$ cat src/rtl/ffn_cfg_loader_pkg.sv
// Shared FFN configuration layout: region offsets, total size, section and loader-state enums.
package ffn_cfg_loader_pkg;

   localparam int unsigned CHK_W = 32;

   typedef enum logic [1:0] {
      SEC_W1 = 2'd0,
      SEC_B1 = 2'd1,
      SEC_W2 = 2'd2,
      SEC_B2 = 2'd3
   } ffn_cfg_section_t;

   typedef enum logic {
      ST_IDLE = 1'b0,
      ST_LOAD = 1'b1
   } ffn_cfg_ld_state_t;

   function automatic int unsigned ffn_cfg_b1_base(int unsigned emb, int unsigned ff);
      return emb * ff;
   endfunction

   function automatic int unsigned ffn_cfg_w2_base(int unsigned emb, int unsigned ff);
      return emb * ff + ff;
   endfunction

   function automatic int unsigned ffn_cfg_b2_base(int unsigned emb, int unsigned ff);
      return 2 * emb * ff + ff;
   endfunction

   function automatic int unsigned ffn_cfg_total(int unsigned emb, int unsigned ff);
      return emb * ff + ff + ff * emb + emb;
   endfunction

   // Address width shared with the FFN receive side.
   function automatic int unsigned ffn_cfg_addr_w(int unsigned emb, int unsigned ff);
      return $clog2(ffn_cfg_total(emb, ff));
   endfunction

endpackage

$ cat src/rtl/ffn_cfg_loader_if.sv
// Ready/valid parameter stream from the load fabric into the config loader.
interface ffn_cfg_loader_if #(
   parameter int unsigned DATA_W = 16
);
   logic              s_valid;
   logic              s_ready;
   logic [DATA_W-1:0] s_data;
   logic              s_last;

   modport master (output s_valid, output s_data, output s_last, input s_ready);
   modport slave  (input s_valid, input s_data, input s_last, output s_ready);
endinterface

$ cat src/rtl/ffn_cfg_section_dec.sv
// Maps an FFN config address to its parameter region.
module ffn_cfg_section_dec
   import ffn_cfg_loader_pkg::*;
#(
   parameter int unsigned EMB    = 64,
   parameter int unsigned FF     = 256,
   parameter int unsigned ADDR_W = ffn_cfg_addr_w(EMB, FF)
) (
   input  logic [ADDR_W-1:0] addr,
   output ffn_cfg_section_t  section_c
);

   localparam int unsigned B1_BASE = ffn_cfg_b1_base(EMB, FF);
   localparam int unsigned W2_BASE = ffn_cfg_w2_base(EMB, FF);
   localparam int unsigned B2_BASE = ffn_cfg_b2_base(EMB, FF);

   always_comb begin
      section_c = SEC_W1;
      if (32'(addr) >= B2_BASE)      section_c = SEC_B2;
      else if (32'(addr) >= W2_BASE) section_c = SEC_W2;
      else if (32'(addr) >= B1_BASE) section_c = SEC_B1;
   end

endmodule

$ cat src/rtl/ffn_cfg_loader.sv
// Streams W1/b1/W2/b2 words into the FFN config write port with framing check and checksum.
module ffn_cfg_loader
   import ffn_cfg_loader_pkg::*;
#(
   parameter int unsigned EMB    = 64,
   parameter int unsigned FF     = 256,
   parameter int unsigned DATA_W = 16,
   localparam int unsigned TOTAL  = ffn_cfg_total(EMB, FF),
   localparam int unsigned ADDR_W = ffn_cfg_addr_w(EMB, FF)
) (
   input  logic                   clk,
   input  logic                   rst,
   input  logic                   start,
   ffn_cfg_loader_if.slave        s,
   output logic                   cfg_we,
   output logic [ADDR_W-1:0]      cfg_addr,
   output logic [DATA_W-1:0]      cfg_wdata,
   output ffn_cfg_section_t       section,
   output logic                   busy,
   output logic                   done,
   output logic                   err,
   output logic [CHK_W-1:0]       chk_sum
);

   localparam logic [ADDR_W-1:0] LAST_ADDR = ADDR_W'(TOTAL - 1);

   ffn_cfg_ld_state_t state_q, state_d;
   logic [ADDR_W-1:0] cnt_q, cnt_d;
   logic              ready_d, we_d, busy_d, done_d, err_d;
   logic [ADDR_W-1:0] addr_d;
   logic [DATA_W-1:0] wdata_d;
   ffn_cfg_section_t  section_d, sec_c;
   logic [CHK_W-1:0]  chk_d, data_ext_c;
   logic              last_word_c;

   ffn_cfg_section_dec #(.EMB(EMB), .FF(FF), .ADDR_W(ADDR_W)) u_sec_dec (
      .addr      (cnt_q),
      .section_c (sec_c)
   );

   assign data_ext_c  = {{(CHK_W - DATA_W){s.s_data[DATA_W-1]}}, s.s_data};
   assign last_word_c = (cnt_q == LAST_ADDR);

   // Next-state and registered-output values.
   always_comb begin
      state_d   = state_q;
      cnt_d     = cnt_q;
      we_d      = 1'b0;
      addr_d    = cfg_addr;
      wdata_d   = cfg_wdata;
      section_d = section;
      done_d    = 1'b0;
      err_d     = err;
      chk_d     = chk_sum;
      unique case (state_q)
         ST_IDLE: begin
            if (start) begin
               state_d = ST_LOAD;
               cnt_d   = '0;
               err_d   = 1'b0;
               chk_d   = '0;
            end
         end
         ST_LOAD: begin
            if (s.s_valid && s.s_ready) begin
               we_d      = 1'b1;
               addr_d    = cnt_q;
               wdata_d   = s.s_data;
               section_d = sec_c;
               chk_d     = chk_sum + data_ext_c;
               if (s.s_last || last_word_c) begin
                  state_d = ST_IDLE;
                  done_d  = 1'b1;
                  err_d   = !(s.s_last && last_word_c);
               end else begin
                  cnt_d = cnt_q + ADDR_W'(1);
               end
            end
         end
         default: state_d = ST_IDLE;
      endcase
      ready_d = (state_d == ST_LOAD);
      busy_d  = (state_d == ST_LOAD);
   end

   always_ff @(posedge clk) begin
      if (rst) begin
         state_q   <= ST_IDLE;
         cnt_q     <= '0;
         s.s_ready <= 1'b0;
         cfg_we    <= 1'b0;
         cfg_addr  <= '0;
         cfg_wdata <= '0;
         section   <= SEC_W1;
         busy      <= 1'b0;
         done      <= 1'b0;
         err       <= 1'b0;
         chk_sum   <= '0;
      end else begin
         state_q   <= state_d;
         cnt_q     <= cnt_d;
         s.s_ready <= ready_d;
         cfg_we    <= we_d;
         cfg_addr  <= addr_d;
         cfg_wdata <= wdata_d;
         section   <= section_d;
         busy      <= busy_d;
         done      <= done_d;
         err       <= err_d;
         chk_sum   <= chk_d;
      end
   end

endmodule
$ cat src/flat_wrapper.sv
// flat-port wrapper written by rule: the top's interface ports become plain ports
module ffn_cfg_loader_flat import ffn_cfg_loader_pkg::*;
#(
   parameter int unsigned EMB    = 64,
   parameter int unsigned FF     = 256,
   parameter int unsigned DATA_W = 16,
   localparam int unsigned TOTAL  = ffn_cfg_total(EMB, FF),
   localparam int unsigned ADDR_W = ffn_cfg_addr_w(EMB, FF)
)
  (clk, rst, start, cfg_we, cfg_addr, cfg_wdata, section, busy, done, err, chk_sum, s_s_valid, s_s_data, s_s_last, s_s_ready);
  ffn_cfg_loader_if #(.DATA_W(DATA_W)) s_i ();
  input  logic clk;
  input  logic rst;
  input  logic start;
  output logic cfg_we;
  output logic [ADDR_W-1:0] cfg_addr;
  output logic [DATA_W-1:0] cfg_wdata;
  output ffn_cfg_section_t section;
  output logic busy;
  output logic done;
  output logic err;
  output logic [CHK_W-1:0] chk_sum;
  input wire logic [$bits(s_i.s_valid)-1:0] s_s_valid;
  input wire logic [$bits(s_i.s_data)-1:0] s_s_data;
  input wire logic [$bits(s_i.s_last)-1:0] s_s_last;
  output wire logic [$bits(s_i.s_ready)-1:0] s_s_ready;
  assign s_i.s_valid = s_s_valid;
  assign s_i.s_data = s_s_data;
  assign s_i.s_last = s_s_last;
  assign s_s_ready = s_i.s_ready;
  ffn_cfg_loader #(.EMB(EMB), .FF(FF), .DATA_W(DATA_W)) u_core (.clk(clk), .rst(rst), .start(start), .s(s_i), .cfg_we(cfg_we), .cfg_addr(cfg_addr), .cfg_wdata(cfg_wdata), .section(section), .busy(busy), .done(done), .err(err), .chk_sum(chk_sum));
endmodule
$ cat config.mk
export PLATFORM = sky130hd
export DESIGN_NAME = ffn_cfg_loader_flat
export DESIGN_NICKNAME = d
export VERILOG_FILES = /design/src/rtl/ffn_cfg_loader_pkg.sv /design/src/rtl/ffn_cfg_loader_if.sv /design/src/rtl/ffn_cfg_section_dec.sv /design/src/rtl/ffn_cfg_loader.sv /design/src/flat_wrapper.sv
export SDC_FILE = /design/constraint.sdc
export NUM_CORES = 1
export LEC_CHECK = 0
export ABC_AREA = 1
export CAP_MARGIN = 20
export CORE_ASPECT_RATIO = 1.1
export CORE_UTILIZATION = 50
export DETAILED_ROUTE_END_ITERATION = 7
export PLACE_DENSITY = 0.75
export SLEW_MARGIN = 20
export SYNTH_ARGS = -nofsm -noshare
export SYNTH_HDL_FRONTEND = slang
export SYNTH_SLANG_ARGS = --single-unit
$ cat constraint.sdc
create_clock -name clk -period 2.1 [get_ports clk]
set_input_delay 0.21 -clock clk [delete_from_list [all_inputs] [get_ports clk]]
set_output_delay 0.21 -clock clk [all_outputs]
set_load 0.01 [all_outputs]
# Yosys cells after proc, flatten, opt, wreduce, memory -nomap -nowiden
# Cells that the tools add are included.
word_totals:
  regBits: 86
  inputBits: 21
  out_inout_bits: 71
  wordCells: 51
classes:
  n_addsub: 2
  magnitude_cmp: 3
  n_eq_ne: 5
  muxes: 20
  bitwise: 2
  n_reduce_logical: 10
ops:
  columns: ["operator", "n"]
  rows:
  - ["$mux 32", 2]
  - ["$pmux 32 s2", 1]
  - ["$mux 16", 3]
  - ["$add 32x32->32", 1]
  - ["$ge 16x15->1 const B", 2]
  - ["$pmux 16 s2", 1]
  - ["$add 16x1->16 const B", 1]
  - ["$eq 16x16->1 const B", 1]
  - ["$ge 16x16->1 const B", 1]
  - ["$mux 1", 9]
  - ["$ne 2x2->1 const B", 4]
  - ["$reduce_and 3->1", 2]
  - ["$mux 2", 2]
  - ["$pmux 1 s2", 2]
  - ["$reduce_and 2->1", 2]
  - ["$reduce_or 3->1", 1]
  - ["$logic_and 1x1->1", 2]
  - ["$not 1->1", 2]
  - ["$reduce_or 2->1", 1]
  - ["$logic_not 1->1", 1]
  - ["$logic_or 1x1->1", 1]

# Depth between registers and ports, before layout
# Gate-level depths: netlist of run 1.
logic_depth:
  word_depth: 6
  mapped_depth: 14
  depth_no_buf: 14

# Cells and area by module
# From an unflattened synthesis of run 1, not the netlist that was laid out.
unflattened:
  cells_unflattened: 937
  area_unflattened_um2: 5731.7
by_module_without_submodules:
  columns: ["mod", "instances", "cells_each", "area_per_inst_um2", "seq_area_each_um2"]
  rows:
  - ["ffn_cfg_loader", 1, 927, 5688.0, 1721.7]
  - ["ffn_cfg_section_dec", 1, 10, 43.8, 0.0]

# Least setup slack after synthesis of run 1
# Ideal clock, no wire load.
synth_path:
  path_type: "reg-to-reg"
  start: "reg u_core.chk_sum[0]"
  end: "reg u_core.chk_sum[16]"
  setup_ns: 0.070
  t_arrival_ns: 1.776
  t_required_ns: 2.030
  path_slack_ns: 0.254
  path_stages_with_launch: 14
  n_path_buf: 0
  synth_period_minus_slack_ns: 1.846
  path_cell_list: "dfxtp_1 -> ha_1 -> inv_1 -> fa_1 -> inv_1 -> nand3_1 -> nand3_1 -> nand2_1 -> nand2_1 -> nand2_1 -> nand2_1 -> xor2_1 -> nand2_1 -> a21oi_1"
synth_between:
  elab_chain_len: 3
synth_rtl:
  columns: ["element", "line_no", "rtl"]
  rows:
  - ["start, declared", "ffn_cfg_loader.sv:22", "output logic [CHK_W-1:0] chk_sum"]
  - ["start signal, assigned", "ffn_cfg_loader.sv:110", "chk_sum <= chk_d;"]
  - ["$add 32x32->32", "ffn_cfg_loader.sv:70", "chk_d = chk_sum + data_ext_c;"]
  - ["$mux 32", "ffn_cfg_loader.sv:65", "if (s.s_valid && s.s_ready) begin"]
  - ["$pmux 32 s2", "ffn_cfg_loader.sv:55", "unique case (state_q)"]
# Every way passes these cells. The select of a mux whose other input is x is not followed.
# A chain may end at the register's enable or synchronous reset.

# Final worst setup path of run 1
layout_path:
  start: "in s_s_data[15]"
  end: "reg u_core.chk_sum[31]"
layout_between:
  elab_chain_len: 3
layout_rtl:
  columns: ["element", "line_no", "rtl"]
  rows:
  - ["start, declared", "flat_wrapper.sv:24", "input wire logic [$bits(s_i.s_data)-1:0] s_s_data;"]
  - ["$add 32x32->32", "ffn_cfg_loader.sv:70", null]
  - ["$mux 32", "ffn_cfg_loader.sv:65", null]
  - ["$pmux 32 s2", "ffn_cfg_loader.sv:55", null]
# Every way passes these cells. The select of a mux whose other input is x is not followed.

==> results of run 1 <==
-- worst paths after layout --
check / slack [ps] / cells past startpoint / to / startpoint
setup reg to reg: 160 / 13 / u_core.chk_sum[16]$_SDFFE_PP0P_ / u_core.chk_sum[0]$_SDFFE_PP0P_
setup / recovery: 130 / 15 / u_core.chk_sum[31]$_SDFFE_PP0P_ / s_s_data[15]
hold reg to reg: 480 / 2 / u_core.cfg_wdata[11]$_SDFFE_PP0P_ / u_core.cfg_wdata[11]$_SDFFE_PP0P_
hold / removal: 260 / 3 / u_core.chk_sum[3]$_SDFFE_PP0P_ / rst
-- registers in the layout, summed over array words and instances (netlist names) --
name and flops:
u_core.cfg_addr 16, u_core.cfg_wdata 16, u_core.cnt_q 16, u_core.s.s_ready 1, u_core.cfg_we 1, u_core.done 1
u_core.chk_sum 32, u_core.section 2, u_core.err 1
-- metal layers --
| metal | routed length [um] | up-vias | track usage (%) |
|---|---|---|---|
| met5 | 0 | - | 0 |
| met4 | 402 | 0 | 11.46 |
| met3 | 721 | 28 | 3.458 |
| met2 | 8144 | 152 | 52.36 |
| met1 | 7185 | 2820 | 32.84 |
| li1 | - | 3276 | - |
-- cells by family after synthesis --
family,after synthesis,share of synthesized area [%]
AND/OR/NAND/NOR,510,36.95
buffers and inverters,175,11.83
AO/OA/AOI/OAI,140,12.44
flip-flops,86,29.66
adder cells (fa/ha/maj),34,7.459
XOR/XNOR,11,1.660
-- tightest hold or removal path, delay by kind of cell --
kind	cells	cell delay [ps]
AO/OA/AOI/OAI	1	50
buffers and inverters	2	300
-- synthesized netlist by cell type (3+ instances only) --
library cell / number / area, sq um
inv_1: 141 / 529.3
xor2_1: 11 / 96.34
dfxtp_1: 86 / 1722
buf_2: 8 / 40.04
ha_1: 33 / 412.9
nor2_2: 3 / 18.77
clkbuf_1: 14 / 52.55
o21ai_0: 44 / 220.2
nor2_1: 104 / 390.4
nand3_1: 71 / 355.3
or2_2: 4 / 25.02
nand2_1: 295 / 1107
nor3_2: 3 / 30.03
nor3_1: 7 / 35.03
a21oi_1: 87 / 435.4
nand4_1: 8 / 50.05
inv_2: 6 / 22.52
nand3b_1: 4 / 30.03
-- layout make-up --
cell class | instances | share of cell area, %
Multi-Input combinational cell | 695 | 44.69
Clock inverter | 7 | 1.792
Sequential cell | 86 | 22.42
Timing Repair Buffer | 155 | 18.59
Tap cell | 147 | 2.395
Clock buffer | 9 | 2.933
Inverter | 147 | 7.185
-- where the power goes --
| group | leakage [nW] | switching [mW] | internal (mW) |
|---|---|---|---|
| clock network | 0.177 | 0.752 | 1.19 |
| logic | 2.81 | 0.509 | 0.420 |
| registers | 0.699 | 0.0434 | 1.70 |
-- per-stage QoR --
stage / total power, mW / setup slack, ps / area (sq um) / util [%] / hold slack (ps)
6_report: 4.618 / 126.3 / 7680 / 69.12 / 259.8
5_1_grt: 4.811 / 3.804 / 7680 / 69.12 / 268.3
4_1_cts: 4.625 / 95.05 / 7640 / 68.76 / 253.5
3_5_place_dp: 2.691 / -253.2 / 7277 / 65.50 / 470.1
3_3_place_gp: 2.681 / -199.5 / 7277 / 65.50 / 461.7
2_1_floorplan: 2.267 / 254.0 / 5804 / - / 304.7
==> flow_metrics.tcl, run 1 <==
set metrics [dict create \
    final_cells 1246 \
    post_cts_buffers 0 \
    critPathSlowestCell "clkdlybuf4s50_1" \
    multi_input_area_sq_um 3432 \
    num_vias 6276 \
    grt.total_usage_pct 28.13 \
    grt_max_degree 35 \
    io_pins 92 \
    layout_min_cycle_time_ps 1974 \
    ys_seq_area_share_pct 29.66 \
    drive_gt1_share_pct 10.37 \
    dieArea_sq_um 12040 \
    grt_pass1_vias 5784 \
    area_delta_synth_final_pct 32.31 \
    path_cells "clkdlybuf4s50_1, buf_4, ha_1, nand2_1, buf_4, inv_1, nand2_1, nand2_1, nand2_1, nand2_1, a21oi_1, nand2_1, nand2_1, nand3_1, a21oi_1" \
    cp_slowest_stage_delay_ps 440 \
    fin_crit_sh_pct 93.98 \
    clk_pin_slew_ps 70 \
    place_congestion 0.9237 \
    fillCellCount 1007 \
    min_path_type "input pin to flip-flop" \
    synth-edff-count 0 \
    p_per_area_nw_per_um2 601.3 \
    skew_ps 4.849 \
    setup_viol 0 \
    power.static_leakage_nw 3.683 \
    fin_setup_tns_ps 0 \
    ys_seq_elements 86 \
    yosys_warnings 0 \
    status "finished clean" \
    slew_violations 0 \
    place_hpwl_um 12440 \
    crit_top_cell "nand2_1" \
    grt-ovfl-total 0 \
    cp_max_fo 5 \
    hold_buffers 0 \
    rows 40 \
    synth_cell_types 37 \
    h-tree-depth 3 \
    cts.path.max_buffers 2 \
    max_cap_viol_count 0 \
    vdd_drop_max_uv 393.9 \
    routedWlPerCell_um 13.20 \
    syn_area_per_cell_sq_um 6.071 \
    most-common-layout-cells "nand2_1, inv_1, nor2_1" \
    hold_violations 0 \
    dieHeight_um 115 \
    die_w_um 104.7 \
    synth_area_sq_um 5804 \
    drc 0 \
    max_slew_margin_pct 62.45 \
    async_flop_share_pct 0 \
    cts.sinks 86 \
    initial_core_util_pct 52.24 \
    drt_iter0_markers 313 \
    layout.area.seq_sq_um 1722 \
    rsz0062_at_grt "no" \
    grt_pass1_wl_um 26940 \
    worst_setup_path_start_kind "input pin" \
    tightest_slew_ps 562.6 \
    synthCells 956 \
    cts_buffers 9 \
    clockRootBuffer "clkbuf_16" \
    cp.required_ps 2380 \
    clk_latency_ps 350 \
    critPathTopFamily "buffers and inverters" \
    port_buffers 91 \
    totalWireLength_um 16450 \
    crit_type "input pin to flip-flop" \
    max_freq_ghz 0.5067 \
    viasPerCell 5.037 \
    arrival_ps 2250 \
    final_common_cell "nand2_1" \
    core_sq_um 11110 \
    antenna_found_initial 0 \
    dp.cells 1230 \
    synth_flop_cell "dfxtp_1" \
    path_buf_inv 4 \
    end_kind "flip-flop" \
    dr.pass1.iters 4 \
    ant_nets 0 \
    nNetsFinal 1149 \
    synthesis.nets 1011 \
    n_antenna_cell 0 \
    cts_tree "built" \
    ctsResizeCount 0 \
]
Note: power is estimated with default switching activity, not from simulation.
==> inputs of run 2 (changes only) <==
- ABC_CLOCK_PERIOD_IN_PS: not set -> 2100
==> results of run 2 <==
Same layout as run 1: the final DEF is identical, and so are final timing and power.
==> inputs of run 3 (changes only) <==
- GPL_ROUTABILITY_DRIVEN: not set -> 0
==> results of run 3 <==
Same layout as run 1: the final DEF is identical, and so are final timing and power.
